$ cat config.mk
export PLATFORM = sky130hd
export DESIGN_NAME = imm_encoder
export DESIGN_NICKNAME = d
export VERILOG_FILES = /design/src/rtl/imm_encoder.sv
export SDC_FILE = /design/constraint.sdc
export NUM_CORES = 1
export LEC_CHECK = 0
export ABC_AREA = 1
export CAP_MARGIN = 30
export CORE_UTILIZATION = 57
export DETAILED_ROUTE_END_ITERATION = 8
export DONT_BUFFER_PORTS = 1
export HOLD_SLACK_MARGIN = 0.06
export PLACE_DENSITY = 0.83
export SETUP_SLACK_MARGIN = 0.15
export SLEW_MARGIN = 20
export SYNTH_ARGS = -nofsm -noshare
export SYNTH_HDL_FRONTEND = slang
export SYNTH_SLANG_ARGS = --single-unit
$ cat constraint.sdc
create_clock -name clk -period 1.46 [get_ports clk]
set_clock_uncertainty 0.2 [all_clocks]
set_input_delay 0.073 -clock clk [delete_from_list [all_inputs] [get_ports clk]]
set_output_delay 0.073 -clock clk [all_outputs]
set_load 0.01 [all_outputs]
$ cat src/rtl/imm_encoder.sv
// -----------------------------------------------------------------------------
// imm_encoder
//
// Packs an instruction kind, register fields and a 64-bit signed offset into a
// 32-bit LEGv8 word (B, CBZ, LDUR, STUR). It is the inverse of the decode-side
// immediate sign-extension path. Encoded words go through a 2-entry output
// FIFO with valid/ready handshakes on both sides.
//
// Ports:
//   clk        in   1  rising-edge clock
//   rst_n      in   1  synchronous active-low reset
//   in_valid   in   1  request present
//   in_ready   out  1  encoder can accept (buffer not FULL)
//   in_kind    in   2  0=B, 1=CBZ, 2=LDUR, 3=STUR
//   in_rt      in   5  Rt field (ignored for B)
//   in_rn      in   5  Rn field (LDUR/STUR only)
//   in_imm     in  64  signed offset (words for B/CBZ, bytes for LDUR/STUR)
//   out_valid  out  1  encoded word available
//   out_ready  in   1  consumer accepts
//   out_instr  out 32  encoded instruction (head entry)
//   out_err    out  1  head word's offset did not fit its field
//   err_count  out 16  saturating count of out-of-range requests accepted
//
// Configuration macro:
//   IMM_ENCODER_RANGE_CHECK_EN  when defined, offsets are range-checked and
//   each buffer entry carries an error flag (33 bits). When undefined, offsets
//   are silently truncated, out_err and err_count are tied to 0, and entries
//   are 32 bits.
// -----------------------------------------------------------------------------
module imm_encoder (
  input  logic        clk,
  input  logic        rst_n,
  input  logic        in_valid,
  output logic        in_ready,
  input  logic [1:0]  in_kind,
  input  logic [4:0]  in_rt,
  input  logic [4:0]  in_rn,
  input  logic [63:0] in_imm,
  output logic        out_valid,
  input  logic        out_ready,
  output logic [31:0] out_instr,
  output logic        out_err,
  output logic [15:0] err_count
);

  typedef enum logic [1:0] {
    EMPTY = 2'd0,
    ONE   = 2'd1,
    FULL  = 2'd2
  } state_t;

  typedef enum logic [1:0] {
    KIND_B    = 2'd0,
    KIND_CBZ  = 2'd1,
    KIND_LDUR = 2'd2,
    KIND_STUR = 2'd3
  } kind_t;

`ifdef IMM_ENCODER_RANGE_CHECK_EN
  localparam int ENTRY_W = 33;
`else
  localparam int ENTRY_W = 32;
`endif

  state_t               state_q, state_d;
  logic [ENTRY_W-1:0]   slot0_q, slot1_q;   // slot0 is always the head
  logic [ENTRY_W-1:0]   new_entry;
  logic [31:0]          enc_word;
  logic                 accept, drain;
  logic                 load_head, load_tail, head_from_tail;

  // ---------------------------------------------------------------------------
  // Field packing; out-of-range offsets are truncated to the field width.
  // ---------------------------------------------------------------------------
  always_comb begin
    // NOTE: every signal written in a combinational block gets a default
    // first, so no path leaves it unassigned and no latch is inferred.
    enc_word = '0;
    case (kind_t'(in_kind))
      KIND_B:    enc_word = {6'b000101, in_imm[25:0]};
      KIND_CBZ:  enc_word = {8'b10110100, in_imm[18:0], in_rt};
      KIND_LDUR: enc_word = {11'b11111000010, in_imm[8:0], 2'b00, in_rn, in_rt};
      KIND_STUR: enc_word = {11'b11111000000, in_imm[8:0], 2'b00, in_rn, in_rt};
      default:   enc_word = '0;
    endcase
  end

`ifdef IMM_ENCODER_RANGE_CHECK_EN
  // The offset fits when every bit from the field's sign bit upward is equal,
  // i.e. sign-extending the packed field reproduces in_imm.
  logic        enc_err;
  logic [15:0] err_cnt_q;

  always_comb begin
    enc_err = 1'b0;
    case (kind_t'(in_kind))
      KIND_B:   enc_err = !((&in_imm[63:25]) || !(|in_imm[63:25]));
      KIND_CBZ: enc_err = !((&in_imm[63:18]) || !(|in_imm[63:18]));
      default:  enc_err = !((&in_imm[63:8])  || !(|in_imm[63:8]));
    endcase
  end

  assign new_entry = {enc_err, enc_word};
  assign out_err   = slot0_q[32];
  assign err_count = err_cnt_q;

  // Counted on the accept edge; holds at 16'hFFFF once saturated.
  always_ff @(posedge clk) begin
    if (!rst_n) begin
      err_cnt_q <= '0;
    end else if (accept && enc_err && (err_cnt_q != 16'hFFFF)) begin
      err_cnt_q <= err_cnt_q + 16'd1;
    end
  end
`else
  logic unused_imm_hi;

  assign unused_imm_hi = ^in_imm[63:26];
  assign new_entry     = enc_word;
  assign out_err       = 1'b0;
  assign err_count     = '0;
`endif

  // ---------------------------------------------------------------------------
  // Handshake decode. in_ready depends on registered state only, so there is
  // no combinational path from out_ready to in_ready.
  // ---------------------------------------------------------------------------
  assign in_ready  = (state_q != FULL);
  assign out_valid = (state_q != EMPTY);
  assign out_instr = slot0_q[31:0];
  assign accept    = in_valid && in_ready;
  assign drain     = out_valid && out_ready;

  // ---------------------------------------------------------------------------
  // Buffer FSM: next state and slot load controls.
  // ---------------------------------------------------------------------------
  always_comb begin
    state_d        = state_q;
    load_head      = 1'b0;
    load_tail      = 1'b0;
    head_from_tail = 1'b0;
    case (state_q)
      EMPTY: begin
        if (accept) begin
          state_d   = ONE;
          load_head = 1'b1;
        end
      end
      ONE: begin
        if (accept && drain) begin
          // Head leaves while the new word takes its place: still one entry.
          load_head = 1'b1;
        end else if (accept) begin
          state_d   = FULL;
          load_tail = 1'b1;
        end else if (drain) begin
          state_d = EMPTY;
        end
      end
      FULL: begin
        if (drain) begin
          state_d        = ONE;
          load_head      = 1'b1;
          head_from_tail = 1'b1;
        end
      end
      default: state_d = EMPTY;
    endcase
  end

  // NOTE: sequential state uses non-blocking assignments so every register
  // samples pre-edge values, independent of statement order.
  always_ff @(posedge clk) begin
    if (!rst_n) begin
      state_q <= EMPTY;
      // NOTE: the storage slots are reset as well, because out_instr and
      // out_err are read straight from the head slot and must be 0 in reset.
      slot0_q <= '0;
      slot1_q <= '0;
    end else begin
      state_q <= state_d;
      if (load_head) slot0_q <= head_from_tail ? slot1_q : new_entry;
      if (load_tail) slot1_q <= new_entry;
    end
  end

endmodule
==> metrics.md <==
| Metric | Value |
|---|---|
| Remaining number of nets flagged by the antenna check after routing | `0` |
| Sequential cell area fraction in the yosys report | `0.385` |
| TritonCTS clock tree | `done` |
| Clock buffers created by TritonCTS | `9` |
| Data arrival time at the worst-slack endpoint | `1.68 ns` |
| Violations in the final reports | `hold timing, setup timing` |
| Maximum root-to-sink buffer count | `2` |
| Cell area power density | `936 nW/um2` |
| Worst path cell trace | `buf_6 -> nand2_4 -> nor2_4 -> buf_6 -> clkbuf_16 -> o21ai_2 -> a21oi_1` |
| Final instance count without filler cells | `628` |
| Cell leakage power | `about 0.0021 uW` |
| Per-instance average area after synthesis | `around 6.4 um2` |
| Synth unique cells | `20` |
| Maximum resistive drop on vdd | `0.575 mV` |
| Initial antenna violation count | `0` |
| Minimum period implied by the final worst setup slack | `1.61 ns` |
| Final clock period utilization by the worst path | `1.10` |
| Final Setup Violations | `42` |
| Fin area | `4370 um2` |
| Final hold viol count | `47` |
| Instance count of the mapped netlist | `507` |
| Total of max-cap violations | `0` |
| Number of design rule violations left after detail routing | `0` |
| Initial standard-cell utilization of the core | `0.589` |
| Clk sink count | `62` |
| Mean number of vias per cell | `5.91` |
| Height of the die | `a little under 80 um` |
| Register-to-register path setup slack | `-0.15 ns` |
| Final Routed Wirelength | `between 10,000 and 15,000 um` |
| PnR worst setup slack | `-0.151 ns` |
| Count of placed standard cells including taps | `557` |
| Die Area | `approximately 6000 um2` |
| GPL Wtd Cong | `0.855` |
| Placed Instance Area | `around 3200 um2` |
| Share of the synthesized area in the top cell type | `0.385` |
| Flop and latch count out of synthesis | `62` |
| Via count | `between 3,000 and 4,000` |
| Vias in the first global route | `approximately 3,300` |
| Synth-to-layout area growth | `35.4%` |
| Detailed-route wire length per cell | `18.8 um` |
| Overall routing resource usage | `0.343` |
| Area of the mapped netlist | `~3200 um2` |
| Fraction of final layout cells with drive strength greater than 1 | `0.232` |
| Unrepaired setup endpoints after global routing | `true` |
| Std-Cell Core Area | `5470 um2` |
| Top-level port count | `131` |
| Routed length on met2 | `between 5000 and 6000 um` |
| Clock slew seen by the registers of the worst setup and hold paths | `0.07 ns` |
| Crit path max fanout | `5` |
| Capturing element type of the critical path | `flip-flop` |
| Clock root buffer master | `clkbuf_8` |
| Yosys top cell by area | `dfxtp_1` |
| Critical Path RT | `around 1.5 ns` |
| Floorplan row count | `27` |
| Number of detailed-route iterations in the first pass | `8` |
| Buffers added on ports | `0` |
| Cell type with the highest occurrence count on the critical path | `buf_6` |
| Detail Route met3 WL | `about 1500 um` |
| Worst Hold Slack | `-0.385 ns` |
| Skew-Pair Late Insertion Delay | `between 0.3 and 0.4 ns` |
| Wl on met1 | `4020 um` |
| DRC violation total after the first TritonRoute iteration | `396` |
| Sort of element at the start of the critical path | `flip-flop` |
| Outcome | `finished, violations left` |
| Class of the worst hold path | `primary input to flip-flop` |
| CP peak stage delay | `0.37 ns` |
| Max Freq | `0.621 GHz` |
| Max H-tree Level | `3` |
| Critical Setup Path Class | `flip-flop to flip-flop` |
| Horizontal extent of the die | `77.2 um` |
| Yosys Warn Count | `0` |
| Highest layer used for signal routing | `met4` |
| Standard cell with the maximum stage delay on the critical path | `dfxtp_4` |
| Leading post-synthesis cells by cell area | `dfxtp_1, nand2_1, nand3_1, nor2_1, buf_4` |
| Global-route wire length before repair | `15,700 um` |
| Final global-route overflow total | `0` |
| Count of nets after finishing | `632` |
| Final max-slew violation count | `0` |
| Diodes inserted | `0` |
| Pin count of the biggest net entering global routing | `42` |
| HPWL reported at the end of detailed placement | `~5200 um` |
## cell families after synthesis
logic type             synth area share
AOI/OAI and AO/OA                0.0641
buffers and inverters             0.147
DFF                               0.385
other                           0.00116
and+or+nand+nor                   0.403
## flip-flops by register name (all words and copies together), names as in the netlist
register	cells
out_instr	30
state_q	2
slot1_q	30
## report_power, final
group	switching, uW	internal, uW	total [uW]
sequential	97.6	1780	1880
combinational	479	347	826
clock	682	700	1380
## cells in the final DEF, fill, tap and decap left out, types with 5 or more instances in the layout
cell type / count
nor2_4: 13
nor2_1: 57
inv_1: 32
o21ai_1: 5
dlygate4sd3_1: 38
buf_6: 9
nand3_1: 65
o21ai_2: 10
nand2_4: 10
nand2_1: 130
nand2_2: 12
clkbuf_8: 11
o21ai_0: 13
buf_4: 9
nor2_2: 18
a21oi_1: 6
conb_1: 17
inv_2: 6
nand3_2: 7
dfxtp_1: 60
a21oi_2: 5
## critical path, delay by kind of cell, from the launching register on
kind | cells | cell delay, ns
DFF | 1 | 0.37
buffers and inverters | 3 | 0.46
and+or+nand+nor | 2 | 0.28
AOI/OAI and AO/OA | 2 | 0.23
## layout make-up
cell class / instances / area [um2]
well taps: 72 / 90.1
clock buffers: 14 / 163
repair buffers: 65 / 764
multi-input cells: 371 / 1900
fillers: 349 / 1110
repair inverters: 1 / 11.3
flip-flops and latches: 62 / 1250
clock inverters: 1 / 5.00
inverters: 42 / 184
## Yosys cell counts (all sizes together)
library cell / instances
nand2: 152
nor2: 88
nand3: 73
dfxtp: 62
buf: 43
inv: 42
o21ai: 29
a21oi: 11
clkbuf: 5
a31oi: 1
conb: 1
## final timing paths
path | cells after the start | startpoint | endpoint
worst max register to register | 7 | state_q[0]$_SDFFE_PN0P_ | slot1_q[29]$_SDFFE_PN0P_
worst min register to register | 2 | slot1_q[28]$_SDFFE_PN0P_ | slot1_q[28]$_SDFFE_PN0P_
worst min-delay path | 1 | in_kind[1] | slot1_q[26]$_SDFFE_PN0P_
worst max-delay path | 7 | state_q[0]$_SDFFE_PN0P_ | slot1_q[29]$_SDFFE_PN0P_
## per-stage QoR
step,total power [uW],hold slack [ns],utilization,TNS [ns],setup WS (ns)
after floorplan,2320,0.0392,-,0,0.136
after global placement,2350,-0.0332,0.581,-0.332,-0.0501
after detailed placement,2360,-0.0310,0.581,-1.77,-0.0951
after CTS,3840,-0.392,0.717,0,0.0306
after global routing,4210,-0.379,0.798,-4.64,-0.369
final,4090,-0.385,0.798,-2.08,-0.151
## what timing repair did
item / CTS / global route
gates cloned: 4 / 4
buffers inserted: 6 / 4
endpoints found under the setup margin: 60 / 63
resized for setup: 39 / 99
hold buffers: 35 / 3
pin swaps: 7 / 39
hold endpoints to repair: 62 / 55
## layer usage
layer  vias to the layer above  GRT usage
li1                       1636          -
met1                      1703      0.389
met2                       299      0.558
met3                        75      0.105
met4                         0      0.217
met5                         -          0
Note: power is estimated with default switching activity, not from simulation.
